==> src/rtl/seq_chunk_comparator.sv <==
// Serial magnitude comparator for wide operands: examines one CHUNK-bit slice per
// clock, MSB slice first, stopping at the first differing slice.
module seq_chunk_comparator #(
    parameter int WIDTH = 32,
    parameter int CHUNK = 2
) (
    input  logic             clk,
    input  logic             rst,
    input  logic             start,
    input  logic             signed_mode,
    input  logic [WIDTH-1:0] in1,
    input  logic [WIDTH-1:0] in2,
    output logic             busy,
    output logic             done,
    output logic             EQ,
    output logic             GT,
    output logic             LT
);

    localparam int N  = WIDTH / CHUNK;
    localparam int IW = (N > 1) ? $clog2(N) : 1;

    typedef enum logic {IDLE, COMPARE} state_t;

    state_t           state;
    logic [IW-1:0]    idx;
    logic [WIDTH-1:0] opa;
    logic [WIDTH-1:0] opb;
    logic             smode;
    logic [CHUNK-1:0] sa;
    logic [CHUNK-1:0] sb;
    logic             last;

    // Operand capture; no reset needed since nothing reads these while idle.
    always_ff @(posedge clk) begin
        if (state == IDLE && start) begin
            opa   <= in1;
            opb   <= in2;
            smode <= signed_mode;
        end
    end

    // Slice select; flipping the top bit of the MSB slice turns a
    // two's-complement compare into an offset-binary (unsigned) compare.
    always_comb begin
        sa = '0;
        sb = '0;
        for (int i = 0; i < N; i++) begin
            if (idx == IW'(i)) begin
                sa = opa[i*CHUNK +: CHUNK];
                sb = opb[i*CHUNK +: CHUNK];
            end
        end
        if (smode && idx == IW'(N - 1)) begin
            sa[CHUNK-1] = ~sa[CHUNK-1];
            sb[CHUNK-1] = ~sb[CHUNK-1];
        end
        last = (sa != sb) || (idx == '0);
    end

    always_ff @(posedge clk) begin
        if (rst) begin
            state <= IDLE;
            idx   <= '0;
            busy  <= 1'b0;
            done  <= 1'b0;
            EQ    <= 1'b0;
            GT    <= 1'b0;
            LT    <= 1'b0;
        end else begin
            done <= 1'b0;
            case (state)
                IDLE: begin
                    if (start) begin
                        idx   <= IW'(N - 1);
                        busy  <= 1'b1;
                        state <= COMPARE;
                    end
                end
                COMPARE: begin
                    if (last) begin
                        EQ    <= (sa == sb);
                        GT    <= (sa > sb);
                        LT    <= (sa < sb);
                        done  <= 1'b1;
                        busy  <= 1'b0;
                        state <= IDLE;
                    end else begin
                        idx <= idx - IW'(1);
                    end
                end
                default: state <= IDLE;
            endcase
        end
    end

endmodule

==> config.mk <==
export PLATFORM = sky130hd
export DESIGN_NAME = seq_chunk_comparator
export DESIGN_NICKNAME = d
export VERILOG_FILES = /design/src/rtl/seq_chunk_comparator.sv
export SDC_FILE = /design/constraint.sdc
export NUM_CORES = 1
export LEC_CHECK = 0
export CORE_AREA = 2 2 97 99
export CTS_BUF_LIST = sky130_fd_sc_hd__clkbuf_4
export DETAILED_ROUTE_END_ITERATION = 8
export DIE_AREA = 0 0 99 101
export SLEW_MARGIN = 20
export SYNTH_ARGS = -nofsm -noshare
export SYNTH_HDL_FRONTEND = slang
export SYNTH_SLANG_ARGS = --single-unit
export TNS_END_PERCENT = 50
==> constraint.sdc <==
create_clock -name clk -period 5.95 [get_ports clk]
set_clock_uncertainty 0.05 [all_clocks]
set_input_delay 1.19 -clock clk [delete_from_list [all_inputs] [get_ports clk]]
set_output_delay 1.19 -clock clk [all_outputs]
set_load 0.02 [all_outputs]
* Word level (Yosys, flattened, before mapping)
Cells that the tools add are included.
** Operators by class
- Bitwise operators :: 3
- $add $sub $neg :: 1
- Reduce and logical (&&, ||, !) cells :: 8
- Multiplexer cells :: 44
- Magnitude comparators :: 2
- Equal/unequal tests :: 20
** Operators with widths (count)
- 2-bit 2-to-1 mux :: 32
- 4-bit == test (second input constant) :: 8
- 4-bit by 3-bit == test with 1-bit output (second input constant) :: 4
- 4-bit by 2-bit == test with 1-bit output (second input constant) :: 2
- 4-bit 2-to-1 mux :: 2
- 4-bit case mux with 2 select lines :: 1
- 1-bit 2-to-1 mux :: 7
- 2-bit AND reduction :: 3
- 4-bit by 1-bit == test with 1-bit output (second input constant) :: 1
- 4-bit logical NOT :: 1
- 2-bit inequality test (second input constant) :: 2
- 1-bit case mux with 2 select lines :: 2
- 4-bit by 1-bit subtractor with 4-bit output (second input constant) :: 1
- 1-bit NOT :: 3
- 2-bit == test :: 1
- 2-bit > comparator :: 1
- 1-bit logical AND :: 2
- 2-bit less-than comparator :: 1
- 2-bit by 1-bit inequality test with 1-bit output (second input constant) :: 1
- 2-bit inequality test :: 1
- 2-bit OR reduction :: 1
- 1-bit logical OR :: 1
** Storage, ports and cells
- Output and inout bits :: 5
- Register bits after elaboration :: 75

* Logic depth before layout (Yosys ltp)
- Depth after elaboration :: 23
- Gate-level depth with buffers :: 13

* Least setup slack after synthesis
No wires, ideal clock.
- Path type :: in2reg
- Start :: input port start
- End :: register opa[0] (enable)
- Required time :: 5.404 ns
- Slack :: 1.325 ns
- Library setup time :: 0.496 ns
- Arrival time :: 4.079 ns
- Cell stages on the path :: 1
- Path buffers :: 0
- Path through :: nor2b_1
** On the way
- Word-level cells in the longest chain between the ends :: 1
** RTL lines
- from (decl) :: RTL line 9 : input logic start,
- 1-bit logical AND :: RTL line 36 : if (state == IDLE && start) begin
- to (signal assigned) :: RTL line 37 : opa <= in1;
- to (decl) :: RTL line 27 : logic [WIDTH-1:0] opa;
No other way between the ends.
A chain may end at the register's enable or synchronous reset.

* Final worst setup path
- Start :: register idx[0]
- End :: register idx[1]
** On the way
- Word-level cells in the longest chain between the ends :: 23
** RTL lines
- from (decl) :: RTL line 26 : logic [IW-1:0] idx;
- from (signal assigned) :: RTL line 75 : idx <= IW'(N - 1);
- from (signal assigned) :: RTL line 89 : idx <= idx - IW'(1);
- 4-bit logical NOT :: RTL line 49, 58
- 2-bit 2-to-1 mux (16 in a row) :: RTL line 49 : if (idx == IW'(i)) begin
- 1-bit NOT (on tied branches) :: RTL line 55, 56
- 1-bit 2-to-1 mux :: RTL line 54 : if (smode && idx == IW'(N - 1)) begin
- 2-bit inequality test :: RTL line 58 : last = (sa != sb) || (idx == '0);
- 1-bit logical OR :: RTL line 58
- 2-bit inequality test (no line)
- 2-bit AND reduction (no line)
Several ways; a longest one is shown, not always the timed one. The select of a mux whose other input is x is not followed.

==> flow_metrics.py <==
metrics = {
    "outcome": {
        "status": "complete, no violations",
    },
    "worst_setup_path": {
        "critPathCaptureType": "flip-flop",
        "arrival_ns": 4.00,
        "cp.depth": 11,
        "crit_path_cell_trace": "inv_1, ha_1, or2_2, a21oi_1, a221oi_1, o311ai_1, ha_1, nand2_1, o21ai_0, nand2_1, a221oi_1",
        "crit_slowest_cell": "ha_1",
        "path_class": "flip-flop to flip-flop",
        "cpLargestDelayFamily": "compound AO/OA/AOI/OAI gates",
        "worstPathRequired_ns": 6.23,
        "r2r_cells": 11,
        "cp_max_fo": 32,
        "slowest_delay_ns": 0.83,
        "cp_num_buf_inv": 1,
        "startpoint_type": "flip-flop",
    },
    "cells_and_area": {
        "layout_common_cells": "clkdlybuf4s50_1 (72), edfxtp_1 (65), a21oi_1 (19)",
        "n_antenna_cell": 0,
        "syn2layout_area_growth_pct": 27.7,
        "final_common_cell": "clkdlybuf4s50_1",
        "fillerInstances": 801,
        "num-nets-final": 413,
        "final_core_utilization_pct": 48.5,
        "layout-drive-gt1-share_pct": 6.98,
    },
    "yosys": {
        "synth-edff-count": 65,
        "synth_cells": 273,
        "synth_fp_nets": 347,
        "yosys_warnings": 0,
        "synth_flop_cell": "edfxtp_1",
        "syn_area_um2": 3410,
        "async_reset_ff_share_pct": 0,
        "synth-seq-area-share_pct": 63.1,
        "ys_ff_latch": 75,
        "synth_area_per_cell_um2": 12.5,
        "synth_cell_type_count": 55,
    },
    "place": {
        "dpl.hpwl_um": 5330,
        "place.gp.congestion": 0.907,
        "port_buffers": 72,
    },
    "power_and_ir_drop": {
        "powerDensity_nw_per_um2": 437,
        "p_sw_share_pct": 38.8,
        "p_sw_w": 0.000738,
        "p_int_w": 0.00117,
        "clkPwrFrac_pct": 16.8,
        "p_seq_share_pct": 39.6,
        "combPwrFrac_pct": 43.7,
        "p_leak_nw": 1.47,
        "ir_drop_mv": 0.170,
    },
    "routing": {
        "dr_wl_met3_um": 428,
        "avgRoutedWirePerCell_um": 16.7,
        "detail_route.first_pass.iterations": 4,
        "drtIter0Drc": 146,
        "wl_met2_um": 3750,
        "vias_per_cell": 5.36,
        "drc_errors": 0,
        "ant_nets": 0,
        "vias": 2439,
        "routed_wl_um": 7600,
        "top_layer": "met4",
        "met1_length_um": 3320,
    },
    "cts": {
        "cts.repair.resized": 0,
        "insertion_delay_ns": 0.43,
        "post_cts_buffers": 0,
        "h-tree-depth": 3,
        "cts-root-buf": "clkbuf_4",
        "clk_transition_reported_paths_ns": 0.12,
        "cts.sinks": 75,
        "cts.path.max_buffers": 2,
        "cts_inserted_buffers": 9,
        "cts_tree": "done",
        "cts_hold_buffers": 0,
    },
    "sta": {
        "hold_viol_final": 0,
        "relSlewSlack_pct": 30.8,
        "drv_slew": 0,
        "final.setup.tns_ns": 0,
        "worstMarginPinSlew_ns": 1.04,
        "min_period_ns": 3.73,
        "post-route-period-util_pct": 62.6,
        "whs_ns": 0.419,
        "setup_viol": 0,
        "rsz0062_at_grt": "false",
        "fmax_mhz": 268,
    },
    "floorplanning": {
        "start_util_pct": 38.0,
        "die_h_um": 101,
        "coreArea_um2": 8980,
        "die_w_um": 99,
        "dieArea_um2": 10000,
        "pin_count": 73,
        "rows": 35,
    },
    "global_routing": {
        "antenna_found_initial": 0,
        "grt_pass1_vias": 2373,
        "track_usage_pct": 15.6,
        "grt_max_degree": 44,
        "grt-ovfl-total": 0,
        "grt_pass1_wl_um": 11900,
    },
    "worst_hold_path": {
        "worstHoldPathCells": 2,
        "min_path_type": "flip-flop to flip-flop",
    },
    "flow_run": {
        "cap_violations": 0,
    },
}
==> power by group through the flow <==
stage	clock network (W)	registers [W]	logic, W
final	0.000319	0.000753	0.000831
after global routing	0.000353	0.000765	0.000923
after CTS	0.000330	0.000755	0.000822
after detailed placement	0	0.000767	0.000818
after global placement	0	0.000765	0.000803
after floorplan	0	0.000738	0.000638
==> cells by family after synthesis <==
family | share of synthesized area, %
mux | 0.294
flops | 63.1
xor+xnor | 0.514
simple gates | 13.6
buf+inv | 4.48
compound gates | 15.8
fa+ha+maj | 2.20
==> through the flow <==
step	instances	area, um^2	setup WS, ns	power (W)
4_1_cts	454	4330	2.22	0.00191
6_report	455	4350	2.22	0.00190
3_3_place_gp	438	4190	2.42	0.00157
5_1_grt	455	4350	1.77	0.00204
2_1_floorplan	273	3410	1.33	0.00138
3_5_place_dp	438	4190	2.27	0.00158
==> area by class of cell <==
type,instances,area (um^2),area share [%]
flip-flops and latches,75,2150,49.4
multi-input cells,164,1110,25.5
repair buffers,74,748,17.2
well taps,111,139,3.19
clock buffers,10,75.1,1.72
clock inverters,6,71.3,1.64
inverters,15,56.3,1.29
==> metal layers <==
metal | global-route usage, % | vias to the layer above
li1 | - | 1179
met1 | 20.6 | 1170
met2 | 24.5 | 81
met3 | 4.16 | 9
met4 | 6.64 | 0
met5 | 0 | -
==> flip-flops by register name (all words and copies together) (netlist names) <==
register,flops
EQ,1
GT,1
LT,1
busy,1
done,1
idx,4
opa,32
opb,32
smode,1
state,1
==> final timing paths <==
check / slack, ns / endpoint / from
worst min-delay path: 0.42 / EQ$_SDFFE_PP0P_ / EQ$_SDFFE_PP0P_
worst max register to register: 2.22 / idx[1]$_SDFFE_PP0P_ / idx[0]$_SDFFE_PP0P_
worst min register to register: 0.42 / EQ$_SDFFE_PP0P_ / EQ$_SDFFE_PP0P_
worst max-delay path: 2.22 / idx[1]$_SDFFE_PP0P_ / idx[0]$_SDFFE_PP0P_
==> worst min-delay path, stage by stage, from the launching register on <==
cell and delay, ns:
dfxtp_1 0.33, nand2_1 0.05, a21oi_1 0.05
==> synth_stat cells, types with 7 or more instances <==
cell / instances / area (um^2)
buf_2: 11 / 55.1
a21oi_1: 19 / 95.1
nand3b_1: 12 / 90.1
dfxtp_1: 10 / 200
nand2b_1: 7 / 43.8
nor2b_1: 13 / 81.3
a211oi_1: 7 / 52.6
nor2_1: 12 / 45.0
edfxtp_1: 65 / 1950
inv_1: 15 / 56.3
o21ai_0: 8 / 40.0
nand2_1: 10 / 37.5
Note: power is estimated with default switching activity, not from simulation.
